## src/rtl/decode_stage.sv

```systemverilog
// LC-3b decode stage: one-entry IR1/PC buffer, 8x16 register file, load-use interlock.
// Define WB_BYPASS_EN to forward same-cycle register writes to the operand reads.
module decode_stage (
  input  logic        clk,
  input  logic        reset,
  input  logic        if_valid,
  input  logic [15:0] if_instr,
  input  logic [15:0] if_pc,
  output logic        if_stall,
  output logic        id_valid,
  input  logic        ex_ready,
  output logic [15:0] id_src1,
  output logic [15:0] id_src2,
  output logic [15:0] id_adj6,
  output logic [15:0] id_pc,
  output logic [3:0]  id_opcode,
  output logic [2:0]  id_dr,
  input  logic        ex_is_load,
  input  logic [2:0]  ex_dr,
  input  logic        wb_we,
  input  logic [2:0]  wb_dr,
  input  logic [15:0] wb_data
);

  typedef enum logic [1:0] {
    EMPTY = 2'd0,
    FULL  = 2'd1,
    STALL = 2'd2
  } state_e;

  localparam logic [3:0] OP_ADD = 4'b0001;
  localparam logic [3:0] OP_AND = 4'b0101;
  localparam logic [3:0] OP_NOT = 4'b1001;
  localparam logic [3:0] OP_LDR = 4'b0110;
  localparam logic [3:0] OP_LDB = 4'b0010;
  localparam logic [3:0] OP_STR = 4'b0111;
  localparam logic [3:0] OP_STB = 4'b0011;
  localparam logic [3:0] OP_JMP = 4'b1100;

  state_e      state_q, state_d;
  logic [15:0] ir_q, ir_d;
  logic [15:0] pc_q, pc_d;
  logic [15:0] rf_q [8];

  logic [3:0] op;
  logic [2:0] sr1, sr2;
  logic       is_alu, is_st, use1, use2;
  logic       ld_haz, wb_haz, hazard;
  logic       occupied, xfer;

  assign op     = ir_q[15:12];
  assign is_alu = (op == OP_ADD) | (op == OP_AND);
  assign is_st  = (op == OP_STR) | (op == OP_STB);
  assign use1   = is_alu | is_st | (op == OP_NOT)
                | (op == OP_LDR) | (op == OP_LDB)
                | (op == OP_JMP);
  assign use2   = (is_alu & ~ir_q[5]) | is_st;
  assign sr1    = ir_q[8:6];
  assign sr2    = is_st ? ir_q[11:9] : ir_q[2:0];

  assign ld_haz = ex_is_load
                & ((use1 & (ex_dr == sr1))
                |  (use2 & (ex_dr == sr2)));

`ifdef WB_BYPASS_EN
  assign wb_haz  = 1'b0;
  assign id_src1 = (wb_we && wb_dr == sr1) ? wb_data : rf_q[sr1];
  assign id_src2 = (wb_we && wb_dr == sr2) ? wb_data : rf_q[sr2];
`else
  // A read racing a write waits one cycle for the written value.
  assign wb_haz  = wb_we
                 & ((use1 & (wb_dr == sr1))
                 |  (use2 & (wb_dr == sr2)));
  assign id_src1 = rf_q[sr1];
  assign id_src2 = rf_q[sr2];
`endif

  assign hazard    = ld_haz | wb_haz;
  assign occupied  = (state_q != EMPTY);
  assign id_valid  = occupied & ~hazard;
  assign xfer      = id_valid & ex_ready;
  assign if_stall  = occupied & ~xfer;

  assign id_adj6   = {{9{ir_q[5]}}, ir_q[5:0], 1'b0};
  assign id_dr     = ir_q[11:9];
  assign id_opcode = op;
  assign id_pc     = pc_q;

  always_comb begin
    state_d = state_q;
    ir_d    = ir_q;
    pc_d    = pc_q;
    case (state_q)
      EMPTY: begin
        if (if_valid) begin
          state_d = FULL;
          ir_d    = if_instr;
          pc_d    = if_pc;
        end
      end
      FULL, STALL: begin
        if (hazard) begin
          state_d = STALL;
        end else if (xfer) begin
          if (if_valid) begin
            state_d = FULL;
            ir_d    = if_instr;
            pc_d    = if_pc;
          end else begin
            state_d = EMPTY;
          end
        end else begin
          state_d = FULL;
        end
      end
      default: state_d = EMPTY;
    endcase
  end

  always_ff @(posedge clk) begin
    if (reset) begin
      state_q <= EMPTY;
      ir_q    <= '0;
      pc_q    <= '0;
      for (int i = 0; i < 8; i++) rf_q[i] <= '0;
    end else begin
      state_q <= state_d;
      ir_q    <= ir_d;
      pc_q    <= pc_d;
      if (wb_we) rf_q[wb_dr] <= wb_data;
    end
  end

endmodule

```

## config.mk

```make
export PLATFORM = sky130hd
export DESIGN_NAME = decode_stage
export DESIGN_NICKNAME = d
export VERILOG_FILES = /design/src/rtl/decode_stage.sv
export SDC_FILE = /design/constraint.sdc
export NUM_CORES = 1
export LEC_CHECK = 0
export ABC_AREA = 1
export CAP_MARGIN = 20
export CORE_MARGIN = 3
export CORE_UTILIZATION = 45
export DETAILED_ROUTE_END_ITERATION = 10
export PLACE_DENSITY = 0.71
export SYNTH_ARGS = -nofsm -noshare
export SYNTH_HDL_FRONTEND = slang
export SYNTH_SLANG_ARGS = --single-unit
```

## constraint.sdc

```tcl
create_clock -name clk -period 2.1 [get_ports clk]
set_input_delay 0.42 -clock clk [delete_from_list [all_inputs] [get_ports clk]]
set_output_delay 0.42 -clock clk [all_outputs]
set_load 0.02 [all_outputs]
```

==> metrics.md <==
| Metric | Value |
|---|---|
| Outcome | complete, but fails checks |
| Failing checks | setup timing |
| Final Cycle Share | 127% |
| DR vias | 8,535 |
| Fraction of final layout cells with drive strength greater than 1 | 27.8% |
| Setup repair after global routing missed its margin | yes |
| Proportion of synthesized flip-flops having asynchronous set or reset | 0% |
| Power after layout | 0.0125 W |
| Total standard cell area after synthesis | 0.00868 sq mm |
| Arr. time, crit path | 2240 ps |
| Final critical path time including I/O delays and setup | 2660 ps |
| Final number of max-transition violations | 0 |
| Row count | 50 |
| Type of destination of the critical path | primary output |
| Most numerous cell types in the synthesized netlist | 194 x sky130_fd_sc_hd__nor2_1, 130 x sky130_fd_sc_hd__a21oi_1, 128 x sky130_fd_sc_hd__edfxtp_1, 123 x sky130_fd_sc_hd__o21ai_0, 107 x sky130_fd_sc_hd__nand2_1 |
| Post-route antenna net violation count | 0 |
| Global-route wire length before repair | 44,000 microns |
| Via-to-Cell Ratio | 5.67 |
| Share of Yosys cell area claimed by the top area cell type | 44.3% |
| Launch instance of the worst min-delay path | id_pc[1]$_SDFFE_PP0P_ |
| Via count of the first global-routing pass | 8,246 |
| HPWL after detailed placement | 17,700 microns |
| Worst Hold Path Cells | 2 |
| Seq cells post-synth | 165 |
| Top flip-flop cell by instance count after synthesis | sky130_fd_sc_hd__edfxtp_1 |
| Hold-critical path endpoint | id_pc[1]$_SDFFE_PP0P_ |
| Post-synthesis cell type with the largest combined area | sky130_fd_sc_hd__edfxtp_1 |
| Total routing usage reported by global routing | 26.6% |
| Dominant cell by count in the synthesized netlist | sky130_fd_sc_hd__nor2_1 |
| H-tree levels | 4 |
| Setup TNS Final | -16,910 ps |
| Placement Setup Slack | -634 ps |
| CTS tree | yes |
| Critical R2R Capture | ir_q[9]$_SDFFE_PP0P_ |
| Area of the placeable core | 0.0188 sq mm |
| Worst-case clock buffer depth | 2 |
| Synthesized netlist cell count | 1,033 |
| Largest cells by area after synthesis | sky130_fd_sc_hd__edfxtp_1 44%, sky130_fd_sc_hd__dfxtp_1 8.5%, sky130_fd_sc_hd__nor2_1 8.4% |
| Start-to-end type of the worst setup path | reg -> out |
| Leakage component of the power | 5.00 nW |
| Number of primary I/O pins | 133 |
| Final Hold Fails | 0 |
| Critical path startpoint category | flop |
| Number of max-cap violations | 0 |
| Setup clock skew after layout | 5.05 ps |
| Number of antenna violations at the first check in global routing | 2 |
| Number of synthesis warnings | 0 |
| Power Density | 982 mW/mm^2 |
| Avg Inst Size Synth | 8.41 sq um |
| Global placer's final weighted congestion | 0.891 |
| Average wire per standard cell | 20.5 microns |
| Remaining DRCs | 0 |
| Smallest setup slack after layout | -559 ps |
| Initial DRC Count | 932 |
| Number of unique standard cell types used by synthesis | 30 |
| Critical Path Fanout Max | 11 |
| Worst hold-check path type | reg -> reg |
| Register area share after synthesis | 52.8% |
| Required arrival time at the worst endpoint | 1680 ps |
| Insertion delay to the later sink of the worst-skew pair | 430 ps |
| Register-to-register setup slack | -180 ps |
| Die outline width | 145 microns |
| Fillcell total | 1,396 |
| Port buffer count | 131 |
| Initial core utilization | 46.1% |
| Floorplan die area | 0.0210 sq mm |
| Maximum achievable frequency | 0.376 GHz |
| Final setup violation count | 69 |
| Clk sink count | 165 |
| Largest net degree at the start of global routing | 32 |
| First-pass DRT Iterations | 7 |
| Worst reg2reg startpoint | ir_q[13]$_SDFFE_PP0P_ |
| Number of enable-type register cells in the synthesized netlist | 128 |
| Clock-pin slew of the registers on the worst-case setup and hold paths | 60 ps |
| Chip Height | 145 microns |
| Cell at the root of the clock tree | sky130_fd_sc_hd__clkbuf_16 |
| Post-Syn Nets | 1,095 |
| Total grt overflow | 0 |
| Synth-to-layout area growth | 47.0% |
| Total Wirelength | 30,800 microns |
| Post-layout net count | 1,293 |
| Number of cells on the worst reg-to-reg path | 16 |
| Number of buffers created by CTS | 17 |
| Worst IR drop on VDD | 699 uV |
## layer usage
metal  global-route usage (%)  part of all wire [%]  routed length (microns)  up-vias
met5                        0                     0                        0        -
met4                     12.1                   4.2                     1280        0
met3                     5.93                   9.1                     2810      117
met2                     45.7                    50                    15400      522
met1                     31.9                    37                    11400     4004
li1                         -                     -                        -     3892
## sequential cells by signal, indices dropped and copies added (netlist names), named ones only
signal   cells
id_pc       16
ir_q        16
rf_q       128
state_q      2
## layout make-up
| cell class | count | area (sq um) | area share (%) |
|---|---|---|---|
| well taps | 260 | 325 | 2.55 |
| repair buffers | 271 | 3040 | 23.8 |
| multi-input cells | 676 | 3790 | 29.7 |
| flip-flops and latches | 165 | 4600 | 36.0 |
| inverters | 100 | 403 | 3.16 |
| clock inverters | 12 | 180 | 1.41 |
| diodes | 2 | 5.00 | 0.0392 |
| clock buffers | 18 | 429 | 3.36 |
## kinds of logic (layout without fill, tap and decap cells)
logic type	Yosys count	after routing	synth area share, %
AND/OR/NAND/NOR	353	353	16.7
AO/OA/AOI/OAI	313	313	19.2
buffers and inverters	192	401	10.3
flip-flops	165	165	52.8
XOR/XNOR	7	7	0.706
adder cells (fa/ha/maj)	2	2	0.288
other	1	3	0.0432
## metrics by stage
stage	cell area, sq um	cells	hold slack [ps]	util [%]
2_1_floorplan	8790	1033	439	-
3_3_place_gp	11000	1441	447	58.6
3_5_place_dp	11000	1441	451	58.6
4_1_cts	12200	1494	463	65.0
5_1_grt	12800	1504	473	67.8
6_report	12800	1504	461	67.8
## critical path: stages (launching register included)
cell	delay, ps
sky130_fd_sc_hd__dfxtp_2	330
sky130_fd_sc_hd__inv_4	80
sky130_fd_sc_hd__nand3_4	80
sky130_fd_sc_hd__nand2_2	100
sky130_fd_sc_hd__nand2_4	100
sky130_fd_sc_hd__buf_8	160
sky130_fd_sc_hd__buf_6	140
sky130_fd_sc_hd__o21ai_0	220
sky130_fd_sc_hd__o21ai_1	110
sky130_fd_sc_hd__nor2_1	240
sky130_fd_sc_hd__a31oi_2	70
sky130_fd_sc_hd__buf_4	170
## worst max path at each step
stage | startpoint | to | slack [ps] | cells past startpoint
after floorplan | ir_q[12]$_SDFFE_PP0P_ | id_src2[10] | 20 | 11
after global placement | ex_dr[0] | if_stall | -630 | 12
after detailed placement | wb_dr[2] | if_stall | -630 | 12
after CTS | ir_q[15]$_SDFFE_PP0P_ | id_src2[8] | -490 | 11
after global routing | ir_q[15]$_SDFFE_PP0P_ | id_src2[2] | -610 | 11
final | ir_q[15]$_SDFFE_PP0P_ | id_src2[2] | -560 | 11
## cell usage in the layout (no fill, tap or decap), types with 12 or more instances in the layout
cell type,n
sky130_fd_sc_hd__a31oi_2,24
sky130_fd_sc_hd__buf_12,29
sky130_fd_sc_hd__inv_1,95
sky130_fd_sc_hd__nand2_1,98
sky130_fd_sc_hd__o21ai_2,19
sky130_fd_sc_hd__clkbuf_16,23
sky130_fd_sc_hd__nor2_1,177
sky130_fd_sc_hd__buf_4,100
sky130_fd_sc_hd__clkdlybuf4s50_1,97
sky130_fd_sc_hd__nand2_2,12
sky130_fd_sc_hd__buf_6,24
sky130_fd_sc_hd__o21ai_1,59
sky130_fd_sc_hd__nor2_2,17
sky130_fd_sc_hd__dfxtp_1,32
sky130_fd_sc_hd__o21ai_0,53
sky130_fd_sc_hd__edfxtp_1,128
sky130_fd_sc_hd__a21oi_1,82
sky130_fd_sc_hd__a21oi_2,40
sky130_fd_sc_hd__nand3_1,34
sky130_fd_sc_hd__o211ai_1,16
## power by group
group,leakage (nW),switching [W],internal [W]
registers,1.53,0.000192,0.00380
clock network,0.283,0.00131,0.00198
logic,3.19,0.00290,0.00236
total,5.00,0.00440,0.00813
## timing repair
| action | CTS | global route |
|---|---|---|
| cloned | 10 | 7 |
| pin swaps | 44 | 37 |
| resized for setup | 319 | 126 |
| hold buffers | 0 | 0 |
| setup endpoints to repair | 69 | 69 |
| setup buffers | 15 | 8 |
(Power assumes the default switching activity.)
